File: src/rtl/sram_pkg.sv
// Shared types for the SRAM result writer: controller state encoding and extension modes.
// Latency: n/a (types and constants only).
// Backpressure: n/a.
package sram_pkg;

    typedef enum logic [2:0] {
        ST_IDLE      = 3'd0,
        ST_WRITE     = 3'd1,
        ST_READ      = 3'd2,
        ST_READ_WAIT = 3'd3,
        ST_DONE      = 3'd4
    } state_t;

    // SIGN_EXT parameter values
    localparam int EXT_ZERO = 0;
    localparam int EXT_SIGN = 1;

endpackage

File: src/rtl/sync_fifo.sv
// Generic synchronous FIFO with show-ahead head word and full/empty flags.
// Latency: a pushed word is visible at the head on the cycle after the push.
// Backpressure: push is dropped when full, pop is ignored when empty; push+pop together both apply.
module sync_fifo #(
    parameter int WIDTH = 18,
    parameter int DEPTH = 4
) (
    input  logic             clk,
    input  logic             rst,
    input  logic             push,
    input  logic             pop,
    input  logic [WIDTH-1:0] din,
    output logic [WIDTH-1:0] dout,
    output logic             full,
    output logic             empty
);
    localparam int AW = $clog2(DEPTH);

    logic [WIDTH-1:0] mem [DEPTH];
    logic [AW:0]      wptr;
    logic [AW:0]      rptr;

    // Storage array; contents need no reset because the pointers gate visibility.
    always_ff @(posedge clk) begin
        if (push && !full) begin
            mem[wptr[AW-1:0]] <= din;
        end
    end

    // Read/write pointers carry an extra wrap bit to tell full from empty.
    always_ff @(posedge clk) begin
        if (rst) begin
            wptr <= '0;
            rptr <= '0;
        end else begin
            if (push && !full) begin
                wptr <= wptr + (AW+1)'(1);
            end
            if (pop && !empty) begin
                rptr <= rptr + (AW+1)'(1);
            end
        end
    end

    assign dout  = mem[rptr[AW-1:0]];
    assign empty = (wptr == rptr);
    assign full  = (wptr[AW] != rptr[AW]) && (wptr[AW-1:0] == rptr[AW-1:0]);

endmodule

File: src/rtl/sram_result_writer.sv
// Buffers a result stream and bursts it into an SRAM, plus single-word readback.
// Latency: write strobe the cycle after a word is buffered; readback 3 cycles rd_req->rd_valid with ry=1.
// Backpressure: in_ready drops when the FIFO is full or the burst count is reached; ry=0 stalls strobes.
module sram_result_writer
    import sram_pkg::*;
#(
    parameter int RES_W      = 18,
    parameter int MEM_W      = 32,
    parameter int ADDR_W     = 8,
    parameter int FIFO_DEPTH = 4,
    parameter int SIGN_EXT   = 0
) (
    input  logic              clk,
    input  logic              rst,
    input  logic              start,
    input  logic [ADDR_W-1:0] base_addr,
    input  logic [ADDR_W:0]   count,
    input  logic              in_valid,
    output logic              in_ready,
    input  logic [RES_W-1:0]  in_data,
    input  logic              rd_req,
    input  logic [ADDR_W-1:0] rd_addr,
    output logic              rd_valid,
    output logic [MEM_W-1:0]  rd_data,
    output logic              busy,
    output logic              done,
    output logic              cs_n,
    output logic              we_n,
    output logic [ADDR_W-1:0] address,
    output logic [MEM_W-1:0]  write_data,
    input  logic [MEM_W-1:0]  read_data,
    input  logic              ry
);
    state_t             state;
    state_t             state_nxt;
    logic [ADDR_W-1:0]  ptr;
    logic [ADDR_W:0]    remaining;
    logic [ADDR_W:0]    count_q;
    logic [ADDR_W:0]    accepted;
    logic [ADDR_W-1:0]  rd_addr_q;
    logic [ADDR_W-1:0]  addr_q;
    logic [MEM_W-1:0]   wdata_q;
    logic [RES_W-1:0]   fifo_head;
    logic [MEM_W-1:0]   ext_head;
    logic               fifo_full;
    logic               fifo_empty;
    logic               fifo_push;
    logic               wr_strobe;
    logic               rd_strobe;

    assign fifo_push = in_valid && in_ready;

    sync_fifo #(
        .WIDTH (RES_W),
        .DEPTH (FIFO_DEPTH)
    ) u_fifo (
        .clk   (clk),
        .rst   (rst),
        .push  (fifo_push),
        .pop   (wr_strobe),
        .din   (in_data),
        .dout  (fifo_head),
        .full  (fifo_full),
        .empty (fifo_empty)
    );

    // Widen the FIFO head to the SRAM word, copying the result MSB when sign-extending.
    always_comb begin
        ext_head = '0;
        ext_head[RES_W-1:0] = fifo_head;
        for (int i = RES_W; i < MEM_W; i++) begin
            ext_head[i] = (SIGN_EXT == EXT_SIGN) ? fifo_head[RES_W-1] : 1'b0;
        end
    end

    // State register.
    always_ff @(posedge clk) begin
        if (rst) begin
            state <= ST_IDLE;
        end else begin
            state <= state_nxt;
        end
    end

    // Next-state logic; start takes priority over rd_req, both ignored outside IDLE.
    always_comb begin
        state_nxt = state;
        case (state)
            ST_IDLE: begin
                if (start) begin
                    state_nxt = (count == '0) ? ST_DONE : ST_WRITE;
                end else if (rd_req) begin
                    state_nxt = ST_READ;
                end
            end
            ST_WRITE: begin
                if (wr_strobe && remaining == (ADDR_W+1)'(1)) begin
                    state_nxt = ST_DONE;
                end
            end
            ST_READ:      if (ry) state_nxt = ST_READ_WAIT;
            ST_READ_WAIT: if (ry) state_nxt = ST_IDLE;
            ST_DONE:      state_nxt = ST_IDLE;
            default:      state_nxt = ST_IDLE;
        endcase
    end

    // SRAM strobes and status; everything is gated by rst so a reset cycle never strobes.
    always_comb begin
        wr_strobe  = !rst && (state == ST_WRITE) && !fifo_empty && ry;
        rd_strobe  = !rst && (state == ST_READ) && ry;
        cs_n       = !(wr_strobe || rd_strobe);
        we_n       = !wr_strobe;
        address    = wr_strobe ? ptr : (rd_strobe ? rd_addr_q : addr_q);
        write_data = wr_strobe ? ext_head : wdata_q;
        in_ready   = !rst && (state == ST_WRITE) && !fifo_full && (accepted < count_q);
        busy       = !rst && (state != ST_IDLE);
        done       = !rst && (state == ST_DONE);
    end

    // Burst/readback datapath: pointers, counters, held bus values and readback capture.
    always_ff @(posedge clk) begin
        if (rst) begin
            ptr       <= '0;
            remaining <= '0;
            count_q   <= '0;
            accepted  <= '0;
            rd_addr_q <= '0;
            addr_q    <= '0;
            wdata_q   <= '0;
            rd_data   <= '0;
            rd_valid  <= 1'b0;
        end else begin
            rd_valid <= 1'b0;
            if (state == ST_IDLE && start) begin
                ptr       <= base_addr;
                remaining <= count;
                count_q   <= count;
                accepted  <= '0;
            end else if (state == ST_IDLE && rd_req) begin
                rd_addr_q <= rd_addr;
            end
            if (fifo_push) begin
                accepted <= accepted + (ADDR_W+1)'(1);
            end
            if (wr_strobe) begin
                ptr       <= ptr + ADDR_W'(1);
                remaining <= remaining - (ADDR_W+1)'(1);
                addr_q    <= ptr;
                wdata_q   <= ext_head;
            end
            if (rd_strobe) begin
                addr_q <= rd_addr_q;
            end
            if (state == ST_READ_WAIT && ry) begin
                rd_data  <= read_data;
                rd_valid <= 1'b1;
            end
        end
    end

endmodule

File: config.mk
export PLATFORM = sky130hd
export DESIGN_NAME = sram_result_writer
export DESIGN_NICKNAME = d
export VERILOG_FILES = /design/src/rtl/sram_pkg.sv /design/src/rtl/sync_fifo.sv /design/src/rtl/sram_result_writer.sv
export SDC_FILE = /design/constraint.sdc
export NUM_CORES = 1
export LEC_CHECK = 0
export ABC_AREA = 0
export ABC_CLOCK_PERIOD_IN_PS = 2900
export CAP_MARGIN = 30
export CORE_ASPECT_RATIO = 0.8
export CORE_UTILIZATION = 52
export CTS_CLUSTER_DIAMETER = 80
export DETAILED_ROUTE_END_ITERATION = 10
export GPL_TIMING_DRIVEN = 0
export PLACE_DENSITY = 0.8
export SLEW_MARGIN = 20
export SYNTH_ARGS = -nofsm -noshare
export SYNTH_HDL_FRONTEND = slang
export SYNTH_SLANG_ARGS = --single-unit
File: constraint.sdc
create_clock -name clk -period 2.9 [get_ports clk]
set_input_delay 0.435 -clock clk [delete_from_list [all_inputs] [get_ports clk]]
set_output_delay 0.435 -clock clk [all_outputs]
set_load 0.005 [all_outputs]
After elaboration in Yosys (flattened, before gate mapping)
Memory sizes are Yosys's and may differ from the RTL's. A register that Yosys moved wholly into a read port is not among the register bits.
Index checks and enable logic that the tools add are counted.
- flip-flop bits (word level): 125
- memory bits (writable): 72
- word-level logic and storage cells: 86
- memories: 1
- memories (name ; words ; width ; read ports ; clocked after memory_dff ; write ports ; line ; source):
    u_fifo.mem ; 4 ; 18 ; 1 ; 1 ; 1 ; sync_fifo.sv:19 ; logic [WIDTH-1:0] mem [DEPTH];
- $add $sub $neg: 5
- magnitude comparators: 1
- equal/unequal tests: 12
- mux-type cells: 23
- bitwise gates (word level): 1
- reductions and logical operators: 31
- operators with widths (cell ; count):
    two-way mux 8 bit ; 6
    two-way mux 9 bit ; 4
    two-way mux 32 bit ; 1
    two-way mux 3 bit ; 6
    logical AND 1 bit ; 17
    one-hot mux 3 bit (4 select lines) ; 1
    adder 9 x 1 -> 9 bit, second input constant ; 1
    equality test 9 x 1 -> 1 bit, second input constant ; 1
    logical NOT 9 bit ; 1
    less-than comparator 9 bit ; 1
    subtractor 9 x 1 -> 9 bit, second input constant ; 1
    adder 8 x 1 -> 8 bit, second input constant ; 1
    adder 3 x 1 -> 3 bit, second input constant ; 2
    equality test 3 x 2 -> 1 bit, second input constant ; 2
    != test 2 bit, second input constant ; 3
    nonzero test 2 bit ; 3
    logical NOT 1 bit ; 5
    two-way mux 2 bit ; 2
    AND reduction 4 bit ; 1
    equality test 3 x 1 -> 1 bit, second input constant ; 1
    equality test 3 bit ; 1
    equality test 3 bit, second input constant ; 1
    logical NOT 3 bit ; 1
    two-way mux 1 bit ; 3
    other kinds (7) ; 7

Logic depth before layout (Yosys ltp)
- word-level depth: 9
- mapped depth: 10

Cells and area by module
From an unflattened synthesis, not the netlist that was laid out.
- cells, all modules: 765
- area total of the unflattened synthesis: 8190.4 µm²
- modules (own cells, without submodules) (module ; times used ; cells an instance ; area an instance (µm²) ; sequential area each (µm²)):
    sram_result_writer ; 1 ; 603 ; 5019.8 ; 2382.3
    sync_fifo ; 1 ; 162 ; 3170.5 ; 2322.2

Worst setup path after synthesis
OpenSTA, ideal clock, no wires.
- path type: register -> register
- start: register count_q[6]
- end: memory u_fifo.mem[3][0] (enable)
- library setup time: 0.378 ns
- arrival time: 1.801 ns
- required time: 2.522 ns
- path slack: 0.722 ns
- stages on the path, launching flop included: 7
- period minus slack after synthesis: 2.178 ns
- path through: dfxtp_1 inv_1 ha_1 a211oi_1 nor2_1 nor3_2 and3_1
- cells in the longest elaborated chain, start to end: 6
- RTL lines (element ; line ; source):
    start: declaration ; sram_result_writer.sv:38 ; logic [ADDR_W:0] count_q;
    start signal: assignment ; sram_result_writer.sv:138 ; count_q <= count;
    less-than comparator 9 bit ; sram_result_writer.sv:116 ; in_ready = !rst && (state == ST_WRITE) && !fifo_full && (accepted < count_q);
    logical AND 1 bit ; sram_result_writer.sv:116 ;
    logical AND 1 bit ; sram_result_writer.sv:51 ; assign fifo_push = in_valid && in_ready;
    logical AND 1 bit ; sync_fifo.sv:25 ; if (push && !full) begin
    two-way mux 1 bit ; sync_fifo.sv:25 ;
    two-way mux 1 bit (not written as such) ; sync_fifo.sv:26 ; mem[wptr[AW-1:0]] <= din;
    end: declaration ; sync_fifo.sv:19 ;
Every way passes these cells.

==> summary.md <==
| Metric | Value |
|---|---|
| Routed WL per cell | `approximately 17 um` |
| Antenna violations before repair | `0` |
| Area delta synth->final | `33.51%` |
| Die area | `16040 um^2` |
| Synthesis-stage register bit count | `a little under 200` |
| Worst slew margin | `57.96%` |
| Via density | `5.283` |
| Critical-path top delay cell | `clkdlybuf4s50_1` |
| Power, Total | `~6300 uW` |
| IO Port Bufs | `158` |
| Overflow after GRT | `0` |
| Fraction of registers with async set/reset | `0%` |
| Vias post-DR | `6244` |
| Dpl cells | `1140` |
| Placed Area | `9940 um^2` |
| Die Wd | `around 140 um` |
| Synth Warn # | `0` |
| Crit-path leading delay family | `buffers and inverters` |
| CP arrival | `2.43 ns` |
| Clock buffer depth | `2` |
| DP HPWL | `13.38 mm` |
| Hold Path Class | `reg -> reg` |
| Slew Viols, Final | `0` |
| Final setup vio count | `0` |
| Drt drc | `0` |
| Top-Level Pins | `approximately 160` |
| Max_cap viols | `0` |
| Placer Congestion | `0.8674` |
| TritonCTS clock tree | `yes` |
| Post-route cell area | `10790 um^2` |
| Crit-path cells | `xor2_1, o311a_1, buf_6, inv_8, clkbuf_8, and2_1, clkdlybuf4s50_1` |
| RSZ-0062 raised after global routing | `yes` |
| Post-synthesis sequential area ratio | `58.22%` |
| Max H-tree Level | `4` |
| XOR/XNOR Fraction of Synth Area | `less than 1%` |
| Die Ht | `between 100 and 150 um` |
| Vias in the first global route | `5946` |
| Adder-cell share of the synthesized area | `under 10%` |
| Clock root cell | `clkbuf_16` |
| Number of synthesized flops with an enable pin | `72` |
| Worst-path clk slew | `0.07 ns` |
| Std cell rows | `40` |
| Final Net Count | `1057` |
| Min Hold Slack | `0.4556 ns` |
| Post-synthesis simple-gate area fraction | `21.32%` |
| Share of cells above drive strength 1 | `11.11%` |
| Fmax | `between 300 and 400 MHz` |
| Clock Sinks | `199` |
| Synthesized area per cell | `around 10 um^2` |
| Post-Syn Nets | `just under 900` |
| Largest family of logic cells by synthesized area | `simple AND/OR/NAND/NOR gates` |
| GRT Resource Usage Total | `25.33%` |
| Worst skew pair latency | `0.44 ns` |
| CP peak stage delay | `0.52 ns` |
| ANT nets after route | `0` |
| Outcome | `complete, no violations` |
| # hold bufs at CTS | `0` |
| Slew @ Worst Pin | `0.6307 ns` |
| Post-Route WL | `between 15 and 20 mm` |
| Ys flop type | `dfxtp_1` |
| Fin crit share | `98.81%` |
| Post-synthesis cell type count | `56` |
| Clk_skew | `~0.013 ns` |
| Worst path required time | `2.47 ns` |
| Critical setup path kind | `reg -> out` |
| DR iter-0 viols | `442` |
| Post-synthesis mux area share | `6.008%` |
| LEAKAGE | `~0.0042 uW` |
| Setup crit start kind | `register` |
| CTS Buf Count | `17` |
| Critical path endpoint category | `output pin` |
| VDD IR max | `0.0004135 V` |
| Fillers | `approximately 1100` |
| CP bufs+invs | `4` |
| N_diodes | `0` |
| Starting density of the core | `~53%` |
| Core area | `15110 um^2` |
| Global-route wire length before repair | `slightly above 30 mm` |
| Non-Filler Instances | `~1200` |
| Compound-cell area share of the yosys netlist | `7.618%` |
| Commonest cells after routing, fill and taps aside | `nand2_1, clkdlybuf4s50_1, dfxtp_1` |
| Cell count after synthesis | `771` |
| Fin. Hold Viols | `0` |
| Commonest non-fill, non-tap cell in the layout | `nand2_1` |
| Min Tclk post-route | `2.866 ns` |
| First-pass DRT Iterations | `5` |
| Critical path fanouts, max | `10` |
| Mapped Area | `8080 um^2` |
| Power Density | `582.7 nW/um^2` |
| Largest net degree at the start of global routing | `22` |
[routing by layer]
layer / GRT usage [%] / vias to the layer above / routed length [um]
met1: 35.35 / 2941 / 8915
met3: 5.709 / 28 / 1360
li1: - / 3042 / -
met5: 0 / - / 0
met2: 38.81 / 233 / 9131
met4: 9.677 / 0 / 310
[path summary, 6_finish.rpt]
path                               startpoint                           to  slack, ns  depth (start not counted)
setup / recovery  u_fifo.wptr[1]$_SDFFE_PP0P_               write_data[27]       0.03                          7
hold / removal        rd_data[9]$_SDFFE_PP0P_      rd_data[9]$_SDFFE_PP0P_       0.46                          2
setup reg to reg      count_q[6]$_SDFFE_PP0P_  u_fifo.mem[2][15]$_DFFE_PP_       0.43                          7
hold reg to reg       rd_data[9]$_SDFFE_PP0P_      rd_data[9]$_SDFFE_PP0P_       0.46                          2
[worst reg2reg max path, stage by stage (launching register included)]
cell	delay, ns
dfxtp_1	0.33
inv_1	0.05
ha_1	0.30
a211oi_1	0.21
nor2_1	0.13
nor3_2	0.38
and3_1	0.52
buf_6	0.25
[cell families after synthesis]
logic type | count (synthesis)
AO/OA/AOI/OAI | 106
XOR/XNOR | 6
adder cells (fa/ha/maj) | 17
buffers and inverters | 61
flip-flops | 199
multiplexers | 26
AND/OR/NAND/NOR | 356
[where the power goes]
part	leakage [uW]	internal (uW)	switching, uW
registers	0.00168	3000	76.9
clock network	0.000291	1160	1170
logic	0.00227	404	473
[metrics by stage]
stage               util (%)  TNS (ns)  worst slack, ns
finish                 71.37         0          0.03440
CTS                    70.39         0       0.00007816
floorplan                  -         0           0.7216
detailed placement     65.76    -7.877          -0.5844
global placement       65.66    -8.208          -0.6047
global route           71.37   -0.6754         -0.09634
[synthesized netlist by cell type (all sizes together), types with 7 or more instances]
library cell    n  share of area (%)
nand2         175                8.2
dfxtp         127                 31
edfxtp         72                 27
a21oi          56                3.5
nor2           44                2.1
nor2b          42                3.3
clkbuf         26                1.2
nand3          22                1.4
and2           21                1.6
o21ai          19                1.2
inv            18               0.90
mux4           18                5.0
buf            17                1.4
ha             17                2.6
and3           12               0.93
a31oi          10               0.77
mux2i           8               0.99
nor3            8               0.70
nand2b          7               0.54
[cell type report]
type	instances	area, um^2	area share, %
sequential	199	4712	43.68
multi-input combinational	511	3132	29.03
timing repair buffer	171	1738	16.11
clock buffer	17	425.4	3.943
buffer	41	282.8	2.621
tap	210	262.8	2.436
clock inverter	15	160.2	1.485
inverter	18	75.07	0.6959
[what timing repair did]
item                       4_1_cts  5_1_grt
setup endpoints to repair       43       41
buffers inserted                 5        4
pin swaps                        2        1
gates resized for setup         29       29
[flip-flops by register name, indices dropped and copies added, names as in the netlist, 8 cells and up, named ones only]
| register | cells |
|---|---|
| rd_data | 32 |
| addr_q | 8 |
| accepted | 9 |
| wdata_q | 32 |
| rd_addr_q | 8 |
| count_q | 9 |
| remaining | 9 |
| u_fifo.mem | 72 |
| ptr | 8 |
(Power assumes the default switching activity.)
